[src/rtl/seq_borrow_lookahead_subtractor_pkg.sv]
// Shared definitions for the sliced borrow-lookahead subtractor:
// FSM state encoding and slice-count helpers used to size the slice index.
package seq_borrow_lookahead_subtractor_pkg;

    typedef enum logic [1:0] {
        ST_IDLE = 2'd0,
        ST_RUN  = 2'd1,
        ST_DONE = 2'd2
    } state_t;

    localparam int DEF_N     = 8;
    localparam int DEF_CHUNK = 4;

    function automatic int slice_count(input int n, input int chunk);
        return n / chunk;
    endfunction

    // A single-slice build still needs a 1-bit index register.
    function automatic int idx_width(input int nslice);
        return (nslice <= 1) ? 1 : $clog2(nslice);
    endfunction

endpackage

[src/rtl/seq_borrow_lookahead_subtractor_slice.sv]
// Combinational CHUNK-bit borrow-lookahead slice: every internal borrow is a
// flat sum of generate/propagate products, so no borrow ripples through bits.
module borrow_lookahead_slice #(
    parameter int CHUNK = 4
) (
    input  logic [CHUNK-1:0] a,
    input  logic [CHUNK-1:0] b,
    input  logic             bin,
    output logic [CHUNK-1:0] d,
    output logic             bout
);

    logic [CHUNK-1:0] g;
    logic [CHUNK-1:0] p;
    logic [CHUNK:0]   br;
    logic             term;
    logic             acc;

    always_comb begin
        g    = ~a & b;
        p    = ~(a ^ b);
        br   = '0;
        term = 1'b0;
        acc  = 1'b0;
        br[0] = bin;
        // br[i+1] = g[i] | p[i]g[i-1] | ... | p[i..0]bin, expanded term by term
        for (int i = 0; i < CHUNK; i++) begin
            term = bin;
            for (int j = 0; j <= i; j++) begin
                term = term & p[j];
            end
            acc = term;
            for (int j = 0; j <= i; j++) begin
                term = g[j];
                for (int k = j + 1; k <= i; k++) begin
                    term = term & p[k];
                end
                acc = acc | term;
            end
            br[i+1] = acc;
        end
        d    = a ^ b ^ br[CHUNK-1:0];
        bout = br[CHUNK];
    end

endmodule

[src/rtl/seq_borrow_lookahead_subtractor.sv]
// Multi-cycle unsigned subtractor D = A - B - Bin, one CHUNK-bit slice per clock,
// LSB first, borrow carried between slices in a register.
module seq_borrow_lookahead_subtractor
    import seq_borrow_lookahead_subtractor_pkg::*;
#(
    parameter int N     = DEF_N,
    parameter int CHUNK = DEF_CHUNK
) (
    input  logic         clk,
    input  logic         rst_n,
    input  logic         in_valid,
    output logic         in_ready,
    input  logic [N-1:0] A,
    input  logic [N-1:0] B,
    input  logic         Bin,
    output logic         out_valid,
    input  logic         out_ready,
    output logic [N-1:0] D,
    output logic         Bout,
    output logic [1:0]   state_dbg
);

    localparam int NSLICE = slice_count(N, CHUNK);
    localparam int IDXW   = idx_width(NSLICE);
    localparam logic [IDXW-1:0] LAST_IDX = IDXW'(NSLICE - 1);

    if ((N % CHUNK) != 0) begin : g_bad_width
        $error("N must be a multiple of CHUNK");
    end

    // Handshakes: a transfer happens on a rising edge where valid and ready are
    // both high. in_ready is high only in IDLE, out_valid only in DONE, so
    // in_valid is ignored while busy and the result stays put until taken.

    state_t state;
    state_t state_next;

    logic [N-1:0]     a_reg;
    logic [N-1:0]     b_reg;
    logic [N-1:0]     d_reg;
    logic [N-1:0]     d_next;
    logic             borrow_reg;
    logic             bout_reg;
    logic [IDXW-1:0]  idx;

    logic [CHUNK-1:0] slice_a;
    logic [CHUNK-1:0] slice_b;
    logic [CHUNK-1:0] slice_d;
    logic             slice_bout;
    logic             accept;
    logic             last_slice;

    borrow_lookahead_slice #(
        .CHUNK (CHUNK)
    ) u_slice (
        .a    (slice_a),
        .b    (slice_b),
        .bin  (borrow_reg),
        .d    (slice_d),
        .bout (slice_bout)
    );

    always_comb begin
        slice_a = a_reg[int'(idx)*CHUNK +: CHUNK];
        slice_b = b_reg[int'(idx)*CHUNK +: CHUNK];
        d_next  = d_reg;
        d_next[int'(idx)*CHUNK +: CHUNK] = slice_d;
    end

    always_comb begin
        state_next = state;
        in_ready   = 1'b0;
        out_valid  = 1'b0;
        accept     = 1'b0;
        last_slice = (idx == LAST_IDX);
        case (state)
            ST_IDLE: begin
                in_ready = 1'b1;
                accept   = in_valid;
                if (in_valid) begin
                    state_next = ST_RUN;
                end
            end
            ST_RUN: begin
                if (last_slice) begin
                    state_next = ST_DONE;
                end
            end
            ST_DONE: begin
                out_valid = 1'b1;
                if (out_ready) begin
                    state_next = ST_IDLE;
                end
            end
            default: begin
                state_next = ST_IDLE;
            end
        endcase
    end

    always_ff @(posedge clk or negedge rst_n) begin
        if (!rst_n) begin
            state <= ST_IDLE;
        end else begin
            state <= state_next;
        end
    end

    always_ff @(posedge clk or negedge rst_n) begin
        if (!rst_n) begin
            a_reg      <= '0;
            b_reg      <= '0;
            d_reg      <= '0;
            borrow_reg <= 1'b0;
            bout_reg   <= 1'b0;
            idx        <= '0;
        end else begin
            if (accept) begin
                a_reg      <= A;
                b_reg      <= B;
                borrow_reg <= Bin;
                idx        <= '0;
            end else if (state == ST_RUN) begin
                d_reg      <= d_next;
                borrow_reg <= slice_bout;
                idx        <= idx + 1'b1;
                if (last_slice) begin
                    bout_reg <= slice_bout;
                end
            end
        end
    end

    assign D         = d_reg;
    assign Bout      = bout_reg;
    assign state_dbg = state;

endmodule

[config.mk]
export PLATFORM = sky130hd
export DESIGN_NAME = seq_borrow_lookahead_subtractor
export DESIGN_NICKNAME = d
export VERILOG_FILES = /design/src/rtl/seq_borrow_lookahead_subtractor_pkg.sv /design/src/rtl/seq_borrow_lookahead_subtractor_slice.sv /design/src/rtl/seq_borrow_lookahead_subtractor.sv
export SDC_FILE = /design/constraint.sdc
export NUM_CORES = 1
export LEC_CHECK = 0
export ABC_CLOCK_PERIOD_IN_PS = 2200
export CORE_MARGIN = 2
export CORE_UTILIZATION = 30
export CTS_BUF_LIST = sky130_fd_sc_hd__clkbuf_8 sky130_fd_sc_hd__clkbuf_16
export DETAILED_ROUTE_END_ITERATION = 7
export REMOVE_ABC_BUFFERS = 1
export SLEW_MARGIN = 20
export SYNTH_ARGS = -nofsm -noshare
export SYNTH_HDL_FRONTEND = slang
export SYNTH_SLANG_ARGS = --single-unit
[constraint.sdc]
create_clock -name clk -period 2.2 [get_ports clk]
set_clock_uncertainty 0.05 [all_clocks]
set_input_delay 0.33 -clock clk [delete_from_list [all_inputs] [get_ports clk]]
set_output_delay 0.33 -clock clk [all_outputs]
set_load 0.1 [all_outputs]
==> flow_summary.toml, run 1 <==
[hold_path]
hold_class = "in -> async"

[finish]
nets = 177
syn_to_final_growth_pct = 34.7
antennaDiodeCount = 0
final_cells = 203
drive_gt1_frac = 0.331

[yosys]
avgSynthCellArea_sq_um = 12.8
synth_area_sq_um = 1420
async_flop_share = 1.00
synth_most_common_cell = "dfrtp_1"
postSynthCellCount = 111
ys_top_cells_by_count = "dfrtp_1, mux2_2, nand2_1"
synth_seq_cells = 29
yosysWarningCount = 0
ys_types = 33
synth_top_area_cell = "dfrtp_1"
synth_seq_area_share = 0.512
yosysTopAreaCellShare = 0.512
ys_top_cells_by_area = "dfrtp_1, mux2_4, mux2_2"
synth_flop_cell = "dfrtp_1"
synth_edf_count = 0

[floorplanning]
pin_count = 34
core_sq_um = 4440
dieArea_sq_um = 5290
num_rows = 24
fp.dieW_um = 72.7
initial_core_util = 0.319
die-height_um = 72.7

[route]
dr_total_vias = 954
drt-total-wl_um = 2730
via_per_inst = 4.70
wl_per_cell_um = 13.4
first_iter_violations = 23
final_antenna_net_count = 0
drcViolationCount = 0
drtPass1Iterations = 4

[outcome]
outcome = "finished, final reports clean"

[clock_network]
root_buffer = "clkbuf_8"
cts_setup_buffers = 0
cts_tree = "done"
cts_sinks = 29
clk_pin_slew_ps = 60
cts_made_buffers = 5
cts.htree.levels = 2
clk_latency_ps = 270
ctsHoldBuffers = 0
cts_buffer_depth = 2

[setup_path]
worst-setup-path-type = "reg -> reg"
end_kind = "register"
cp_slowest_cell = "dfrtp_1"
crit_required_ps = 2350
critPathMaxStageDelay_ps = 430
cp_max_fo = 4
crit_chain = "mux2_4 > ha_1 > ha_1 > o211a_1 > or3_4 > a31oi_1"
worst_path_most_repeated_cell = "ha_1"
critPathLaunchType = "register"
cp.arrival_ps = 2280

[grt]
antenna_found_initial = 0
grt-ovfl-total = 0
grt_max_degree = 30
grt_usage = 0.112
grt_pass1_vias = 981
grt_pass1_wl_um = 4510

[placement]
gp_congestion = 0.761
dp.cells = 195
pre_cts_slack_ps = -17.9
io_buffers = 33
dp_hpwl_um = 2010

[timing]
drv_slew = 0
slew_headroom = 0.756
final-hold-violation-count = 0
worst-slew-pin-transition_ps = 366
clock.fmax_mhz = 468
setup_ws_ps = 65.1
period_minus_slack_ps = 2130
post-route-period-util = 0.970
setup_viol = 0

[job]
maxCapViolations = 0
-- final timing paths --
check	endpoint	startpoint	slack, ps	cells after the start
setup / recovery	D[7]	idx	70	6
max in group asynchronous	b_reg[4]	rst_n	1430	2
hold reg to reg	D[0]	D[0]	430	2
hold / removal	D[0]	rst_n	400	2
min in group clk	D[0]	D[0]	430	2
setup reg to reg	D[7]	idx	70	6
-- cells by family after synthesis --
kind of cell / share of synthesized area
flip-flops: 0.512
AND/OR/NAND/NOR: 0.0954
multiplexers: 0.211
AO/OA/AOI/OAI: 0.0795
buffers and inverters: 0.0371
adder cells (fa/ha/maj): 0.0583
XOR/XNOR: 0.00618
-- worst max-delay path: cells and delay by family (launching register included) --
kind	cells	cell delay, ps
multiplexers	1	330
flip-flops	1	430
AND/OR/NAND/NOR	1	380
AO/OA/AOI/OAI	2	410
adder cells (fa/ha/maj)	2	460
-- area by class of cell --
class	count	area [sq um]
fillers	429	2540
flip-flops and latches	29	726
multi-input cells	75	653
repair buffers	37	340
clock buffers	6	82.6
well taps	52	65.1
clock inverters	2	33.8
inverters	2	7.51
-- per-layer routing --
metal  up-vias  track usage  share of wire
li1        463            -              -
met1       461        0.143           0.45
met2        26        0.169           0.47
met3         4       0.0373          0.062
met4         0       0.0556          0.019
met5         -            0              0
-- what timing repair did --
item                                   in CTS  in global routing
pin swaps                                   0                  1
endpoints found under the hold margin       0                  0
gates resized for setup                     1                  4
cloned                                      0                  0
setup endpoints to repair                   1                  3
-- placed cells by master (no fill, tap or decap), types with 3 or more instances in the layout --
cell             count
dfrtp_1             29
clkdlybuf4s50_1     20
buf_4               16
nand2_1             11
mux2_2              10
mux2_4              10
o21ai_0              8
clkbuf_8             6
nor2_1               5
ha_1                 5
mux2i_1              4
inv_1                3
-- stage by stage --
stage | setup TNS [ps] | util | instance area [sq um] | hold slack (ps)
2_1_floorplan | -8890 | - | 1370 | -15.6
3_3_place_gp | 0 | 0.400 | 1780 | 414
3_5_place_dp | -17.9 | 0.400 | 1780 | 426
4_1_cts | 0 | 0.426 | 1890 | 403
5_1_grt | -1.37 | 0.429 | 1910 | 422
6_report | 0 | 0.429 | 1910 | 398
Power of run 1 is not shown: default switching activity piles up to over one toggle a cycle in this logic, so the estimate is an artifact.
==> run 2: changes to the inputs <==
Settings changed: SLEW_MARGIN 20 to default.
==> results of run 2 <==
Same layout as run 1: the final DEF is identical, and so are final timing and power.
Power of run 2 is left out for the same reason.
